### src/rtl/handshake_transmitter.sv
// Serial transmitter for the handshake wire: sends SYNCWORD then one latched packet, MSB first.
// Optional continuous retransmission with idle gap is enabled by defining HS_TX_REPEAT_EN.

package NetworkPkg;
    localparam int               SYNC_BITS     = 8;
    localparam logic [7:0]       SYNCWORD      = 8'hA5;
    localparam int               ENC_HEAD_BITS = 16;
endpackage

module handshake_transmitter #(
    parameter int                   SYNC_BITS = NetworkPkg::SYNC_BITS,
    parameter logic [SYNC_BITS-1:0] SYNCWORD  = NetworkPkg::SYNCWORD,
    parameter int                   DATA_BITS = NetworkPkg::ENC_HEAD_BITS,
    parameter int                   GAP_BITS  = 8
) (
    input  logic                 clk,
    input  logic                 rst_l,
    input  logic                 send_start,
    input  logic                 game_active,
    input  logic                 repeat_en,
    input  logic [DATA_BITS-1:0] data_in,
    output logic                 serial_out,
    output logic                 busy,
    output logic                 send_done
);

    localparam int MAX_SD  = (SYNC_BITS > DATA_BITS) ? SYNC_BITS : DATA_BITS;
    localparam int MAX_ALL = (MAX_SD > GAP_BITS) ? MAX_SD : GAP_BITS;
    localparam int CNT_W   = $clog2(MAX_ALL + 1);

    localparam logic [CNT_W-1:0] CNT_ZERO  = CNT_W'(0);
    localparam logic [CNT_W-1:0] CNT_ONE   = CNT_W'(1);
    localparam logic [CNT_W-1:0] SYNC_LAST = CNT_W'(SYNC_BITS - 1);
    localparam logic [CNT_W-1:0] DATA_LAST = CNT_W'(DATA_BITS - 1);
`ifdef HS_TX_REPEAT_EN
    localparam logic [CNT_W-1:0] GAP_LAST  = CNT_W'(GAP_BITS - 1);
`endif

    typedef enum logic [2:0] {
        IDLE = 3'd0,
        SYNC = 3'd1,
        DATA = 3'd2,
        DONE = 3'd3
`ifdef HS_TX_REPEAT_EN
        , GAP = 3'd4
`endif
    } state_t;

    state_t                state_r;
    logic [CNT_W-1:0]      cnt_r;
    logic [DATA_BITS-1:0]  data_sr_r;
    logic [SYNC_BITS-1:0]  sync_sr_r;

    // Transmit FSM; the output register always holds the bit for the current line cycle.
    always_ff @(posedge clk or negedge rst_l) begin
        if (!rst_l) begin
            state_r    <= IDLE;
            cnt_r      <= CNT_ZERO;
            data_sr_r  <= '0;
            sync_sr_r  <= '0;
            serial_out <= 1'b0;
            busy       <= 1'b0;
            send_done  <= 1'b0;
        end else if (!game_active) begin
            state_r    <= IDLE;
            cnt_r      <= CNT_ZERO;
            serial_out <= 1'b0;
            busy       <= 1'b0;
            send_done  <= 1'b0;
        end else begin
            case (state_r)
                IDLE, DONE: begin
                    if (send_start) begin
                        data_sr_r  <= data_in;
                        sync_sr_r  <= SYNCWORD;
                        cnt_r      <= CNT_ZERO;
                        serial_out <= SYNCWORD[SYNC_BITS-1];
                        busy       <= 1'b1;
                        send_done  <= 1'b0;
                        state_r    <= SYNC;
                    end else begin
                        serial_out <= 1'b0;
                        busy       <= 1'b0;
                    end
                end
                SYNC: begin
                    if (cnt_r == SYNC_LAST) begin
                        serial_out <= data_sr_r[DATA_BITS-1];
                        cnt_r      <= CNT_ZERO;
                        state_r    <= DATA;
                    end else begin
                        // MSB is already on the line, so the next bit is one below it.
                        serial_out <= sync_sr_r[SYNC_BITS-2];
                        sync_sr_r  <= {sync_sr_r[SYNC_BITS-2:0], 1'b0};
                        cnt_r      <= cnt_r + CNT_ONE;
                    end
                end
                DATA: begin
                    // Rotate rather than shift so the packet survives for a repeat.
                    data_sr_r <= {data_sr_r[DATA_BITS-2:0], data_sr_r[DATA_BITS-1]};
                    if (cnt_r == DATA_LAST) begin
                        cnt_r      <= CNT_ZERO;
                        serial_out <= 1'b0;
                        send_done  <= 1'b1;
`ifdef HS_TX_REPEAT_EN
                        if (repeat_en) begin
                            state_r <= GAP;
                        end else begin
                            busy    <= 1'b0;
                            state_r <= DONE;
                        end
`else
                        busy    <= 1'b0;
                        state_r <= DONE;
`endif
                    end else begin
                        serial_out <= data_sr_r[DATA_BITS-2];
                        cnt_r      <= cnt_r + CNT_ONE;
                    end
                end
`ifdef HS_TX_REPEAT_EN
                GAP: begin
                    serial_out <= 1'b0;
                    send_done  <= 1'b0;
                    if (cnt_r == GAP_LAST) begin
                        cnt_r <= CNT_ZERO;
                        if (repeat_en) begin
                            sync_sr_r  <= SYNCWORD;
                            serial_out <= SYNCWORD[SYNC_BITS-1];
                            state_r    <= SYNC;
                        end else begin
                            busy      <= 1'b0;
                            send_done <= 1'b1;
                            state_r   <= DONE;
                        end
                    end else begin
                        cnt_r <= cnt_r + CNT_ONE;
                    end
                end
`endif
                default: begin
                    state_r    <= IDLE;
                    cnt_r      <= CNT_ZERO;
                    serial_out <= 1'b0;
                    busy       <= 1'b0;
                    send_done  <= 1'b0;
                end
            endcase
        end
    end

endmodule

### config.mk
export PLATFORM = sky130hd
export DESIGN_NAME = handshake_transmitter
export DESIGN_NICKNAME = d
export VERILOG_FILES = /design/src/rtl/handshake_transmitter.sv
export SDC_FILE = /design/constraint.sdc
export NUM_CORES = 1
export LEC_CHECK = 0
export CAP_MARGIN = 20
export CORE_ASPECT_RATIO = 1.2
export CORE_MARGIN = 4
export CORE_UTILIZATION = 30
export CTS_CLUSTER_SIZE = 8
export DETAILED_ROUTE_END_ITERATION = 16
export MAX_ROUTING_LAYER = met4
export PLACE_DENSITY = 0.56
export SLEW_MARGIN = 10
export SYNTH_ARGS = -nofsm -noshare
export SYNTH_HDL_FRONTEND = slang
export SYNTH_SLANG_ARGS = --single-unit
### constraint.sdc
create_clock -name clk -period 4.54 [get_ports clk]
set_input_delay 0.908 -clock clk [delete_from_list [all_inputs] [get_ports clk]]
set_output_delay 0.908 -clock clk [all_outputs]
set_load 0.01 [all_outputs]
==> results.yml <==
timing:
  finalSetupTns_ns: 0
  hold_viol: 0
  fin_worst_skew_ns: 0.006738
  drv_slew: 0
  finalSetupViolCount: 0
  min_period_ns: 2.350
  rsz0062_at_grt: "no"
  fin_crit_sh_pct: 51.77
  slew_headroom_pct: 63.74
  tightest_slew_ns: 0.5439
  max_freq_mhz: 425.5
placement:
  numPortBuffers: 22
  gp_congestion: 0.7676
  dp_hpwl_mm: 2.119
grt:
  grt_pass1_vias: 1166
  grt_first_pass_wirelength_mm: 5.333
  grt.total_usage_pct: 9.821
  antenna_found_initial: 0
  grt_start_max_net_pins: 34
  gr-total-overflow: 0
synth:
  ys_ff_latch: 33
  synth_nets: 193
  post-synth-top-count-cell: "dfrtp_1"
  synth_seq_area_share_pct: 48.28
  yosysTopAreaCell: "dfrtp_1"
  synth_edf_count: 0
  ys_top_cells_by_count: "dfrtp_1, nand2_1, o21ai_0, mux2i_1"
  yosysWarnings: 0
  ys_async_sr_fraction_pct: 100.0
  synthCells: 166
  post-synth-top-area-fraction_pct: 48.28
  netlist_area_mm2: 0.001710
  synth.distinct_cells: 36
  synthTopCellsByArea: "dfrtp_1, mux2i_1, nand2_1, o21ai_0, ha_1"
  avgSynthCellArea_um2: 10.30
  ys.flop_type: "dfrtp_1"
floorplan:
  core_region_area_mm2: 0.005406
  die_w_um: 76.93
  die_y_um: 90.72
  initial_core_util_pct: 31.64
  ios: 24
  num_rows: 29
  dieArea_mm2: 0.006979
worst_setup_path:
  endpoint_kind: "register"
  crit_path_start_kind: "input pin"
  worstSetupPathType: "in2reg"
  cp_max_fo: 18
  critPathArrivalTime_ns: 2.51
  crit_required_ns: 4.70
  rr_worst_depth: 6
final_layout:
  fin_nets: 217
  syn2layout_area_growth_pct: 20.92
  drive_above_1_share_pct: 11.52
  antennaDiodeCount: 0
clock_tree:
  numCtsBuffers: 5
  post-cts-setup-buffers: 0
  cts_buffer_depth: 2
  clk_pin_slew_ns: 0.07
  cts_tree: "done"
  cts-root-buf: "clkbuf_8"
  clk-insertion-delay-late_ns: 0.28
  holdBufCountCts: 0
  post_cts.resized_instances: 0
  h-tree-depth: 2
  clkSinkCount: 33
power_and_ir_drop:
  peakVddDrop_uv: 183.2
  p_comb_share_pct: 33.6
  power_leakage_nw: 0.8981
  p_seq_share_pct: 45.3
  p_sw_share_pct: 34.02
  internal_power_w: 0.0006708
  clkPwrFrac_pct: 21.1
  power.density_mw_per_mm2: 491.6
  power.total_w: 0.001017
  switchingPower_w: 0.0003458
drt:
  drt_first_iter_violations: 67
  vias: 1202
  wl_per_cell_um: 12.19
  vias_per_cell: 4.751
  drc: 0
  first_pass_iters: 5
  wl_mm: 3.085
  ant_nets: 0
job:
  max_cap_viol_count: 0
outcome:
  status: "finished clean"
hold_path:
  holdPathStages: 2
  hold_class: "reg2reg"
==> power by group through the flow <==
stage	Clock [W]	Combinational, W	Sequential, W
after floorplan	0	0.000267	0.000454
after global placement	0	0.000336	0.000465
after detailed placement	0	0.000343	0.000466
after CTS	0.000225	0.000342	0.000462
after global routing	0.000239	0.000392	0.000474
final	0.000214	0.000342	0.000460
==> final cells by class <==
class	instances	area, um^2
Timing Repair Buffer	25	246.5
Inverter	5	18.77
Sequential cell	33	825.8
Tap cell	62	77.57
Fill cell	534	3338
Clock buffer	5	68.82
Clock inverter	3	17.52
Multi-Input combinational cell	120	813.3
==> per-layer routing <==
metal | GRT usage, % | vias up | wire length [um]
met3 | 3.194 | 5 | 148
met2 | 14.03 | 27 | 1339
met1 | 12.54 | 546 | 1541
met4 | 4.532 | 0 | 56
met5 | - | - | 0
li1 | - | 624 | -
==> cells by family after synthesis <==
| family | share of synthesized area, % |
|---|---|
| mux | 11.27 |
| buf+inv | 4.169 |
| flops | 48.28 |
| simple gates | 16.83 |
| compound gates | 15.07 |
| fa+ha+maj | 4.389 |
==> critical path: stages <==
cell and delay (ns):
clkdlybuf4s50_1 0.53, and2_1 0.25, o21ai_2 0.47, buf_6 0.24
o21ai_0 0.11
==> through the flow <==
stage                     std cells  util (%)  hold WS, ns  setup slack, ns  cell area [um^2]
final                           253     38.26       0.4809            2.190              2068
after global routing            253     38.26       0.5137            2.081              2068
after CTS                       252     38.05       0.4861            1.907              2057
after detailed placement        244     36.45       0.4671            1.588              1971
after global placement          244     36.45       0.4611            1.600              1971
after floorplan                 166         -       0.4490            2.718              1710
==> registers in the layout (all words and copies together), names as in the netlist <==
name,flops
busy,1
cnt_r,5
data_sr_r,16
send_done,1
serial_out,1
state_r,2
sync_sr_r,7
==> final timing paths <==
| path | startpoint | end | slack (ns) |
|---|---|---|---|
| max in group asynchronous | rst_l | sync_sr_r[1] | 3.20 |
| hold reg to reg | data_sr_r[10] | data_sr_r[10] | 0.48 |
| hold / removal | data_sr_r[10] | data_sr_r[10] | 0.48 |
| setup / recovery | send_start | data_sr_r[9] | 2.19 |
| min in group asynchronous | rst_l | cnt_r[1] | 1.03 |
| setup reg to reg | state_r[0] | data_sr_r[9] | 2.53 |
==> cells in the final DEF (no fill, tap or decap), types with 2 or more instances in the layout <==
| cell type | count |
|---|---|
| clkdlybuf4s50_1 | 22 |
| dfrtp_1 | 33 |
| o21ai_0 | 19 |
| mux2_2 | 2 |
| and2b_1 | 2 |
| clkbuf_8 | 5 |
| nor2_1 | 4 |
| a21oi_1 | 3 |
| nor2b_1 | 3 |
| inv_1 | 5 |
| o21ai_2 | 3 |
| mux2i_1 | 17 |
| nand3_1 | 3 |
| clkinv_2 | 2 |
| ha_1 | 6 |
| buf_4 | 2 |
| o21ai_1 | 6 |
| nand2_1 | 32 |
| a22o_1 | 2 |
(Power assumes the default switching activity.)
